===== config.mk =====
export PLATFORM = sky130hd
export DESIGN_NAME = serial_magnitude_comparator
export DESIGN_NICKNAME = d
export VERILOG_FILES = /design/src/rtl/serial_magnitude_comparator.sv
export SDC_FILE = /design/constraint.sdc
export NUM_CORES = 1
export LEC_CHECK = 0
export BUFFER_PORTS_ARGS = -buffer_cell sky130_fd_sc_hd__buf_4
export CORE_ASPECT_RATIO = 0.75
export CORE_MARGIN = 2
export CORE_UTILIZATION = 45
export DETAILED_ROUTE_END_ITERATION = 8
export PLACE_DENSITY = 0.8
export SETUP_SLACK_MARGIN = 0.5
export SYNTH_ARGS = -nofsm -noshare
export SYNTH_HDL_FRONTEND = slang
export SYNTH_SLANG_ARGS = --single-unit

===== constraint.sdc =====
create_clock -name clk -period 2.4 [get_ports clk]
set_input_delay 0.12 -clock clk [delete_from_list [all_inputs] [get_ports clk]]
set_output_delay 0.12 -clock clk [all_outputs]
set_load 0.005 [all_outputs]

===== src/rtl/serial_magnitude_comparator.sv =====
// Bit-serial magnitude comparator: compares two K-bit words one bit per clock,
// MSB-first with early exit or LSB-first over the full word, behind a start/busy/done handshake.
module serial_magnitude_comparator #(
    parameter int K = 5
) (
    input  logic                          clk,
    input  logic                          reset,
    input  logic                          start,
    input  logic                          dir,
    input  logic [K-1:0]                  A,
    input  logic [K-1:0]                  B,
    output logic                          busy,
    output logic                          done,
    output logic                          Z_gt,
    output logic                          Z_eq,
    output logic                          Z_lt,
    output logic [((K > 1) ? $clog2(K) : 1)-1:0] bit_idx
);
    localparam int IW = (K > 1) ? $clog2(K) : 1;
    localparam logic [IW-1:0] TOP = IW'(K - 1);

    typedef enum logic [1:0] {IDLE, SCAN, DONE} state_t;

    state_t         state, state_nx;
    logic [K-1:0]   a_r, b_r;
    logic           dir_r;
    logic [IW-1:0]  idx;
    logic           g, l;
    logic           a_bit, b_bit, diff, g_nx, l_nx, last;

    assign a_bit = a_r[idx];
    assign b_bit = b_r[idx];
    assign diff  = a_bit ^ b_bit;
    // LSB-first flags: a differing bit overrides, so the most significant difference wins
    assign g_nx  = diff ? (a_bit & ~b_bit) : g;
    assign l_nx  = diff ? (~a_bit & b_bit) : l;
    assign last  = dir_r ? (idx == TOP) : (diff || (idx == '0));

    always_ff @(posedge clk or posedge reset) begin
        if (reset) state <= IDLE;
        else       state <= state_nx;
    end

    always_comb begin
        state_nx = state;
        case (state)
            IDLE:    if (start) state_nx = SCAN;
            SCAN:    if (last)  state_nx = DONE;
            DONE:    state_nx = IDLE;
            default: state_nx = IDLE;
        endcase
    end

    always_ff @(posedge clk or posedge reset) begin
        if (reset) begin
            a_r   <= '0;
            b_r   <= '0;
            dir_r <= 1'b0;
            idx   <= '0;
            g     <= 1'b0;
            l     <= 1'b0;
            Z_gt  <= 1'b0;
            Z_eq  <= 1'b0;
            Z_lt  <= 1'b0;
        end else begin
            case (state)
                IDLE: if (start) begin
                    a_r   <= A;
                    b_r   <= B;
                    dir_r <= dir;
                    idx   <= dir ? '0 : TOP;
                    g     <= 1'b0;
                    l     <= 1'b0;
                    Z_gt  <= 1'b0;
                    Z_eq  <= 1'b0;
                    Z_lt  <= 1'b0;
                end
                SCAN: begin
                    if (!dir_r) begin
                        if (diff) begin
                            Z_gt <= a_bit & ~b_bit;
                            Z_lt <= ~a_bit & b_bit;
                        end else if (idx == '0) begin
                            Z_eq <= 1'b1;
                        end
                    end else begin
                        g <= g_nx;
                        l <= l_nx;
                        if (last) begin
                            Z_gt <= g_nx;
                            Z_lt <= l_nx;
                            Z_eq <= ~(g_nx | l_nx);
                        end
                    end
                    // idx parks at 0 when leaving SCAN so bit_idx reads 0 outside SCAN
                    if (last)       idx <= '0;
                    else if (dir_r) idx <= idx + 1'b1;
                    else            idx <= idx - 1'b1;
                end
                default: ;
            endcase
        end
    end

    assign busy    = (state != IDLE);
    assign done    = (state == DONE);
    assign bit_idx = idx;

endmodule


==> summary.md <==
| Metric | Value |
|---|---|
| CTS tree | yes |
| First-pass GRT wire length | 4126 um |
| Setup violators final | 0 |
| Syn_nets | 125 |
| CP Launch Type | flip-flop |
| Drt first pass iters | 4 |
| Critical Path Fanout Max | 6 |
| Min-delay src | B[1] |
| DPL Wire Length | 1753 um |
| Hold worst-path end | b_r[1] |
| Internal power | 1.259 mW |
| Max Slew Vio Count | 0 |
| Top_reg_cell synth | dfrtp_1 |
| Total track usage | 0.1824 |
| Drt drc | 0 |
| Top-Level Pins | 22 |
| DR iter-0 viols | 66 |
| #FFs+latches synth | 21 |
| Syn avg cell area | 10.68 sq um |
| H-tree depth | 1 |
| CP Data Arrival Time | 2.18 ns |
| R2R Path Start | bit_idx[2] |
| FILL cells | 214 |
| Row count | 15 |
| Peak VDD IR | 0.6516 mV |
| Clock transition at path regs | 0.12 ns |
| Leakage power | 0.6376 nW |
| Total power | 2.157 mW |
| Worst R2R Setup Slack | 0.43 ns |
| PwrDens | 1486 nW/um^2 |
| Post-synth EDFFs | 0 |
| Slowest stage delay, CP | 0.47 ns |
| CP Capture Type | flip-flop |
| Worst hold margin | 0.01451 ns |
| RSZ-0062 raised after global routing | yes |
| Buffers added on ports | 21 |
| DR WL/cell | 14.17 um |
| Final layout net count | 152 |
| CP dominant cell by count | o22a_1 |
| Design area | 1451 sq um |
| Fmax | 506.9 MHz |
| Cells after Synth | 108 |
| Dpl cell area | 1338 sq um |
| Slowest-stage cell, CP | dfrtp_2 |
| Hold Path Stages | 2 |
| Synth-to-layout area growth | 25.81% |
| Buf/Inv on CP | 2 |
| Via density | 5.446 |
| Core Region | 2365 sq um |
| Final setup margin | 0.4273 ns |
| FFs w/ async S/R, synth | 1.000 |
| Post-Syn Area | 1154 sq um |
| Non-Filler Instances | 168 |
| Place WS | 0.2147 ns |
| Crit Path Class | flip-flop to flip-flop |
| Setup TNS | 0 ns |
| Placer Congestion | 0.8640 |
| Max-slew headroom | 0.4805 |
| CP required | 2.61 ns |
| Post-layout util | 0.6138 |
| Initial cell density of the core | 0.4878 |
| Psw | 898.0 uW |
| Clock sinks | 21 |
| Comb pwr share | 0.594 |
| Worst Hold Class | primary input to flip-flop |
| CP startpoint | bit_idx[2] |
| Final clock period utilization by the worst path | 0.8220 |
| Placed cells | 158 |
| Gr ovfl total | 0 |
| Vias | 915 |
| Netlist cell types | 35 |
| Final Hold Viols | 0 |
| Switching Fraction | 0.4164 |
| Vias in the first global route | 851 |
| Die height | 47.85 um |
| Pin count of the biggest net entering global routing | 22 |
| Die width | 62.47 um |
| Sequential-to-total area share from yosys stat | 0.4555 |
| Critical-path cell list | mux2i_1 > o22a_1 > o22a_1 > inv_1 > ha_4 > inv_4 > o21ai_1 > a32o_1 > a22o_1 |
| Clk buf depth | 2 |
| Die area | 2989 sq um |
| Root Buffer | clkbuf_4 |
| Flop pwr share | 0.324 |
| Warnings from Yosys | 0 |
| Final ANT Viol Nets | 0 |
| Num CTS Buffers | 3 |
| Outcome | finished clean |
| Max Clock Skew | 0.006555 ns |
| Routed WL | 2380 um |
| R2R Path End | l |
| Reg2reg path depth | 9 |
| Tmin final | 1.973 ns |
| Worst-margin pin slew | 0.7784 ns |
| Crit path max-delay family | compound AO/OA/AOI/OAI gates |
| Layout cells sized above 1 | 0.3134 |
| ANT cells | 0 |
| Initial antenna violation count | 0 |
| Max_cap viols | 0 |
| Worst-Skew Late Latency | 0.31 ns |
| Clock power share | 0.082 |
[Yosys cell counts (2+ instances only)]
| library cell | number | area (sq um) |
|---|---|---|
| xor2_1 | 2 | 17.52 |
| ha_1 | 2 | 25.02 |
| clkbuf_1 | 3 | 11.26 |
| o221ai_1 | 2 | 17.52 |
| nor2b_1 | 3 | 18.77 |
| o22a_1 | 4 | 35.03 |
| nor2_1 | 4 | 15.01 |
| nand2b_1 | 3 | 18.77 |
| mux2_2 | 2 | 22.52 |
| a21oi_1 | 3 | 15.01 |
| o21ai_0 | 7 | 35.03 |
| inv_1 | 7 | 26.28 |
| nor3_1 | 3 | 15.01 |
| a2bb2oi_1 | 2 | 17.52 |
| mux2_1 | 8 | 90.09 |
| dfrtp_1 | 21 | 525.5 |
| a32o_1 | 2 | 20.02 |
| nand2_1 | 8 | 30.03 |
| buf_2 | 3 | 15.01 |
| mux2i_1 | 4 | 40.04 |
[sequential cells by signal (all words and copies together), names as in the netlist]
name / count
Z_eq: 1
Z_gt: 1
Z_lt: 1
a_r: 5
b_r: 5
bit_idx: 3
dir_r: 1
g: 1
l: 1
state: 2
[logic make-up after synthesis]
kind of cell | synth area share
AO/OA/AOI/OAI | 0.1898
XOR/XNOR | 0.01519
adder cells (fa/ha/maj) | 0.03904
buffers and inverters | 0.05206
flip-flops | 0.4555
multiplexers | 0.1323
AND/OR/NAND/NOR | 0.1161
[power groups by stage]
stage | logic, mW | clock network (mW) | registers (mW)
after global placement | 1.03 | 0 | 0.694
after detailed placement | 1.06 | 0 | 0.703
final | 1.28 | 0.176 | 0.698
after floorplan | 0.952 | 0 | 0.609
after global routing | 1.43 | 0.200 | 0.724
after CTS | 1.25 | 0.180 | 0.692
[worst register-to-register path: stages (launching register included)]
cell     delay [ns]
dfrtp_2        0.47
mux2i_1        0.13
o22a_1         0.20
o22a_1         0.20
inv_1          0.10
ha_4           0.24
inv_4          0.07
o21ai_1        0.06
a32o_1         0.22
a22o_1         0.17
[how the worst max path moves through the flow]
stage | cells after the start | endpoint
finish | 9 | l
global route | 9 | Z_lt
CTS | 8 | l
detailed placement | 8 | l
global placement | 7 | l
floorplan | 10 | l
[placed cells by master, fill, tap and decap left out, types with 3 or more instances in the layout]
cell           netlist  routed
buf_4                1      25
dfrtp_1             21      19
mux2_1               8       8
nand2_1              8       8
inv_1                7       6
mux2i_1              4       4
o22a_1               4       4
nor2_1               4       4
o21ai_0              7       4
nand2b_1             3       3
nor3_1               3       3
a21oi_1              3       3
clkbuf_4             0       3
dlygate4sd3_1        0       3
[metal layers]
| layer | part of all wire | GRT usage | vias to the layer above |
|---|---|---|---|
| met2 | 0.47 | 0.3204 | 27 |
| met3 | 0.048 | 0.05176 | 4 |
| li1 | - | - | 442 |
| met5 | 0 | 0 | - |
| met1 | 0.47 | 0.2338 | 442 |
| met4 | 0.0080 | 0.04000 | 0 |
[repair_timing]
action	4_1_cts	5_1_grt
endpoints found under the hold margin	21	2
endpoints found under the setup margin	10	10
hold buffers	1	2
gates resized for setup	6	2
cloned	0	0
pin swaps	4	3
setup buffers	3	0
[final cells by class]
cell class	count	area [sq um]	area share
timing repair buffer	29	229.0	0.1578
sequential	21	528.0	0.3638
clock buffer	3	22.52	0.01552
multi-input combinational	73	593.1	0.4086
inverter	7	28.78	0.01983
clock inverter	1	7.507	0.005172
tap	34	42.54	0.02931
Power figures use the tool's default switching activity.
